==> src/rtl/seq_mult_16bit.sv <==
// Sequential 16x16 unsigned shift-add multiplier built around a 16-bit
// carry-lookahead adder. One partial-product add-and-shift per clock;
// 32-bit product after 16 iterations. Start/busy/done handshake.

// 16-bit carry-lookahead adder: four 4-bit groups with a lookahead carry unit.
// P/G are the whole-word propagate/generate terms for cascading.
module cla_16bit_LCU (
    input  logic [15:0] in1,
    input  logic [15:0] in2,
    input  logic        cin,
    output logic [15:0] sum,
    output logic        cout,
    output logic        P,
    output logic        G
);
    logic [15:0] p;
    logic [15:0] g;
    logic [15:0] c;
    logic [3:0]  gp;
    logic [3:0]  gg;
    logic [4:0]  gc;

    // Bit/group propagate-generate, group carries, then in-group carries and sum.
    always_comb begin
        p = in1 ^ in2;
        g = in1 & in2;
        for (int k = 0; k < 4; k++) begin
            gp[k] = &p[4*k +: 4];
            gg[k] = g[4*k+3]
                  | (p[4*k+3] & g[4*k+2])
                  | (p[4*k+3] & p[4*k+2] & g[4*k+1])
                  | (p[4*k+3] & p[4*k+2] & p[4*k+1] & g[4*k]);
        end
        gc[0] = cin;
        gc[1] = gg[0] | (gp[0] & cin);
        gc[2] = gg[1] | (gp[1] & gg[0]) | (gp[1] & gp[0] & cin);
        gc[3] = gg[2] | (gp[2] & gg[1]) | (gp[2] & gp[1] & gg[0])
              | (gp[2] & gp[1] & gp[0] & cin);
        G     = gg[3] | (gp[3] & gg[2]) | (gp[3] & gp[2] & gg[1])
              | (gp[3] & gp[2] & gp[1] & gg[0]);
        P     = &gp;
        gc[4] = G | (P & cin);
        for (int k = 0; k < 4; k++) begin
            c[4*k]   = gc[k];
            c[4*k+1] = g[4*k] | (p[4*k] & gc[k]);
            c[4*k+2] = g[4*k+1] | (p[4*k+1] & g[4*k]) | (p[4*k+1] & p[4*k] & gc[k]);
            c[4*k+3] = g[4*k+2] | (p[4*k+2] & g[4*k+1])
                     | (p[4*k+2] & p[4*k+1] & g[4*k])
                     | (p[4*k+2] & p[4*k+1] & p[4*k] & gc[k]);
        end
        sum  = p ^ c;
        cout = gc[4];
    end
endmodule

module seq_mult_16bit (
    input  logic        clk,
    input  logic        rst,
    input  logic        start,
    input  logic [15:0] multiplicand,
    input  logic [15:0] multiplier,
    output logic        busy,
    output logic        done,
    output logic [31:0] product
);
    typedef enum logic [1:0] {
        IDLE = 2'd0,
        RUN  = 2'd1,
        DONE = 2'd2
    } state_t;

    state_t      state_q, state_d;
    logic [15:0] m_q, m_d;
    logic [15:0] a_q, a_d;
    logic [15:0] q_q, q_d;
    logic [3:0]  cnt_q, cnt_d;
    logic [31:0] product_q, product_d;

    logic [15:0] addend;
    logic [15:0] add_sum;
    logic        add_cout;

    // Add the multiplicand only when the current multiplier LSB is set.
    assign addend = q_q[0] ? m_q : 16'd0;

    cla_16bit_LCU u_cla (
        .in1  (a_q),
        .in2  (addend),
        .cin  (1'b0),
        .sum  (add_sum),
        .cout (add_cout),
        .P    (),
        .G    ()
    );

    // State and datapath registers; reset clears everything asynchronously.
    always_ff @(posedge clk or negedge rst) begin
        if (!rst) begin
            state_q   <= IDLE;
            m_q       <= 16'd0;
            a_q       <= 16'd0;
            q_q       <= 16'd0;
            cnt_q     <= 4'd0;
            product_q <= 32'd0;
        end else begin
            state_q   <= state_d;
            m_q       <= m_d;
            a_q       <= a_d;
            q_q       <= q_d;
            cnt_q     <= cnt_d;
            product_q <= product_d;
        end
    end

    // Next-state logic: accept in IDLE/DONE, one shift-add per RUN cycle.
    always_comb begin
        state_d   = state_q;
        m_d       = m_q;
        a_d       = a_q;
        q_d       = q_q;
        cnt_d     = cnt_q;
        product_d = product_q;
        case (state_q)
            IDLE, DONE: begin
                if (start) begin
                    state_d = RUN;
                    m_d     = multiplicand;
                    q_d     = multiplier;
                    a_d     = 16'd0;
                    cnt_d   = 4'd0;
                end else begin
                    state_d = IDLE;
                end
            end
            RUN: begin
                // 17-bit {cout,sum} shifted right with Q keeps every carry.
                {a_d, q_d} = {add_cout, add_sum, q_q[15:1]};
                if (cnt_q == 4'd15) begin
                    state_d   = DONE;
                    product_d = {add_cout, add_sum, q_q[15:1]};
                end else begin
                    cnt_d = cnt_q + 4'd1;
                end
            end
            default: state_d = IDLE;
        endcase
    end

    assign busy    = (state_q == RUN);
    assign done    = (state_q == DONE);
    assign product = product_q;
endmodule

==> config.mk <==
export PLATFORM = sky130hd
export DESIGN_NAME = seq_mult_16bit
export DESIGN_NICKNAME = d
export VERILOG_FILES = /design/src/rtl/seq_mult_16bit.sv
export SDC_FILE = /design/constraint.sdc
export NUM_CORES = 1
export LEC_CHECK = 0
export CAP_MARGIN = 30
export CORE_ASPECT_RATIO = 0.6
export CORE_UTILIZATION = 40
export CTS_BUF_LIST = sky130_fd_sc_hd__clkbuf_4
export CTS_CLUSTER_SIZE = 40
export DETAILED_ROUTE_END_ITERATION = 7
export SLEW_MARGIN = 20
export SYNTH_ARGS = -nofsm -noshare
export SYNTH_HDL_FRONTEND = slang
export SYNTH_SLANG_ARGS = --single-unit
export TNS_END_PERCENT = 10
==> constraint.sdc <==
create_clock -name clk -period 3.2 [get_ports clk]
set_clock_uncertainty 0.2 [all_clocks]
set_input_delay 0.96 -clock clk [delete_from_list [all_inputs] [get_ports clk]]
set_output_delay 0.96 -clock clk [all_outputs]
set_load 0.01 [all_outputs]
==> results of run 1 <==
==> per-layer routing <==
metal,vias to the layer above,global-route usage [%],wire (um)
met5,-,0,0
met4,0,5.402,102
met3,9,4.861,380
met2,66,26.39,3698
met1,1451,29.78,5188
li1,1608,-,-
==> cell families after synthesis <==
kind of cell | count (synthesis) | share of synthesized area (%)
flops | 86 | 52.28
buf+inv | 29 | 2.796
mux | 3 | 0.8206
simple gates | 232 | 23.80
fa+ha+maj | 21 | 7.112
compound gates | 61 | 10.85
xor+xnor | 11 | 2.340
==> flip-flops by register name, summed over array words and instances (netlist names) <==
name / count
state_q: 2
m_q: 16
q_q: 16
a_q: 16
product: 32
cnt_q: 4
==> layout make-up <==
type                    instances  area [um2]
clock buffers                  12       90.09
clock inverters                 2       35.03
fillers                       952        4821
inverters                       7       26.28
multi-input cells             328        1852
flip-flops and latches         86        2152
well taps                     135       168.9
repair buffers                 78       769.5
==> per-stage QoR <==
stage | worst slack (ns) | hold slack [ns]
detailed placement | 0.2756 | 0.2607
finish | 0.2381 | 0.2853
floorplan | 0.2783 | 0.2380
CTS | 0.2448 | 0.2879
global placement | 0.2994 | 0.2565
global route | 0.08951 | 0.3049
==> how the worst min path moves through the flow <==
stage / slack, ns / end / depth (start not counted)
after floorplan: 0.24 / m_q[0]$_DFFE_PN0P_ / 2
after global placement: 0.26 / m_q[12]$_DFFE_PN0P_ / 2
after detailed placement: 0.26 / m_q[12]$_DFFE_PN0P_ / 2
after CTS: 0.29 / m_q[12]$_DFFE_PN0P_ / 2
after global routing: 0.30 / product[12]$_DFFE_PN0P_ / 2
final: 0.29 / product[0]$_DFFE_PN0P_ / 2
==> critical path, stage by stage (launching register included) <==
cell and delay (ns):
dfrtp_1 0.43, buf_4 0.18, and2_1 0.15, ha_1 0.31, a21oi_1 0.25, o211a_4 0.24
nor3_1 0.05, or2_2 0.29, fa_1 0.38, xor2_1 0.19, a22o_1 0.19
==> Yosys cell counts (all sizes together) <==
master,number
o41ai,1
nor3b,1
o21ai,8
mux2,3
o31ai,1
nand3,4
nand3b,1
nand2,167
or4,1
and2,16
a21o,4
or3,2
o21ba,1
a31oi,19
dfrtp,86
o211a,1
a32o,2
a22o,12
o21a,1
or2,4
o311ai,1
ha,17
nand4,3
nor2,23
a21oi,7
nor2b,2
xnor2,4
fa,4
clkbuf,16
xor2,7
a211oi,1
nor3,3
a31o,1
buf,6
nor4,1
clkinv,1
nand2b,4
o211ai,1
inv,6
==> power breakdown <==
part / total (mW) / internal, mW / switching (mW)
Clock: 0.603 / 0.256 / 0.346
Sequential: 1.93 / 1.60 / 0.332
Combinational: 2.75 / 1.33 / 1.42
Total: 5.28 / 3.19 / 2.09
==> flow_metrics.tcl, run 1 <==
set metrics [dict create \
    grt_first_pass_wirelength_um 15850 \
    die-area_um2 10710 \
    drc_errors 0 \
    die_x_um 133.0 \
    stdcell_count 648 \
    finalHoldViolCount 0 \
    ctsHoldBuffers 0 \
    ys_seq_elements 86 \
    avgSynthCellArea_um2 9.292 \
    rows 28 \
    outcome "completed" \
    postPlaceCellArea_um2 4969 \
    leakage_nw 2.448 \
    area_growth_pct 23.74 \
    cp_data_arrival_time_ns 3.10 \
    vias_per_cell 4.836 \
    p_total_mw 5.283 \
    critPathLaunch "q_q[0]$_DFFE_PN0P_" \
    hp-start "product[0]$_DFFE_PN0P_" \
    cp-endpoint "a_q[12]$_DFFE_PN0P_" \
    gr-total-overflow 0 \
    die_y_um 80.58 \
    cap_viol_max_count 0 \
    endpoint_kind "flip-flop" \
    clk_path_buf_depth 2 \
    crit_path_max_fanout 13 \
    nets 566 \
    synth_top_cell_by_area "dfrtp_1" \
    r2r_cells 10 \
    period_share_pct 92.56 \
    vias 3134 \
    postRouteAntennaNets 0 \
    drt-total-wl_um 9369 \
    setup_tns_ns 0 \
    cts_tree "built" \
    grt_max_degree 87 \
    synth.area.top_cells "dfrtp_1, nand2_1, ha_1" \
    cts.sinks 86 \
    final_common_cell "nand2_1" \
    drtIter0Drc 195 \
    antenna_found_initial 0 \
    post_cts_resized 0 \
    clock_latency_ns 0.44 \
    worst_pin_slew_ns 0.6095 \
    first_pass_iters 6 \
    synthDominantCellAreaShare_pct 52.28 \
    max_clock_freq_mhz 337.6 \
    ctsHtreeMaxLevel 3 \
    yosysUniqueCellTypes 45 \
    crit-reg2reg-launch "q_q[0]$_DFFE_PN0P_" \
    ys_warn_count 0 \
    p_per_area_nw_per_um2 1037 \
    design_area_um2 5094 \
    synthCells 443 \
    setup_viol 0 \
    yosysSeqAreaShare_pct 52.28 \
    drive_gt1_share_pct 7.602 \
    n_antenna_cell 0 \
    slew_viol_final 0 \
    routabilityCongestion 0.8763 \
    initial_core_util_pct 41.52 \
    fin_crit_ns 2.962 \
    rrSetupSlack_ns 0.24 \
    post_cts_buffers 0 \
    relSlewSlack_pct 59.22 \
    dp_cells 634 \
    layout_common_cells "nand2_1, dfrtp_1, clkdlybuf4s50_1" \
    r2r-end "a_q[12]$_DFFE_PN0P_" \
    cts_root_buffer "clkbuf_4" \
    cp-start-kind "flip-flop" \
    syn_area_um2 4116 \
    port_buffers 68 \
    synth_nets 499 \
    first_global_vias 3067 \
    hold_path.class "flip-flop to flip-flop" \
    numCtsBuffers 9 \
    wl_per_cell_um 14.46 \
    grtUsageTotal_pct 19.44 \
    rsz0062_at_grt "false" \
    crit_type "flip-flop to flip-flop" \
    clk_pin_slew_ns 0.12 \
    io_pins 69 \
    fp.coreArea_um2 9915 \
    final_core_util_pct 51.38 \
    required_ns 3.33 \
    hpwl_um 6620 \
    peakVddDrop_mv 0.3478 \
]
(Power assumes the default switching activity.)
==> run 2: changes to the inputs <==
--- a/config.mk
+++ b/config.mk
@@ -11,6 +11,7 @@
 export CTS_BUF_LIST = sky130_fd_sc_hd__clkbuf_4
 export CTS_CLUSTER_SIZE = 40
 export DETAILED_ROUTE_END_ITERATION = 7
+export HOLD_SLACK_MARGIN = 0.1
 export SLEW_MARGIN = 20
 export SYNTH_ARGS = -nofsm -noshare
 export SYNTH_HDL_FRONTEND = slang
==> results of run 2 <==
Same layout as run 1: the final DEF is identical, and so are final timing and power.
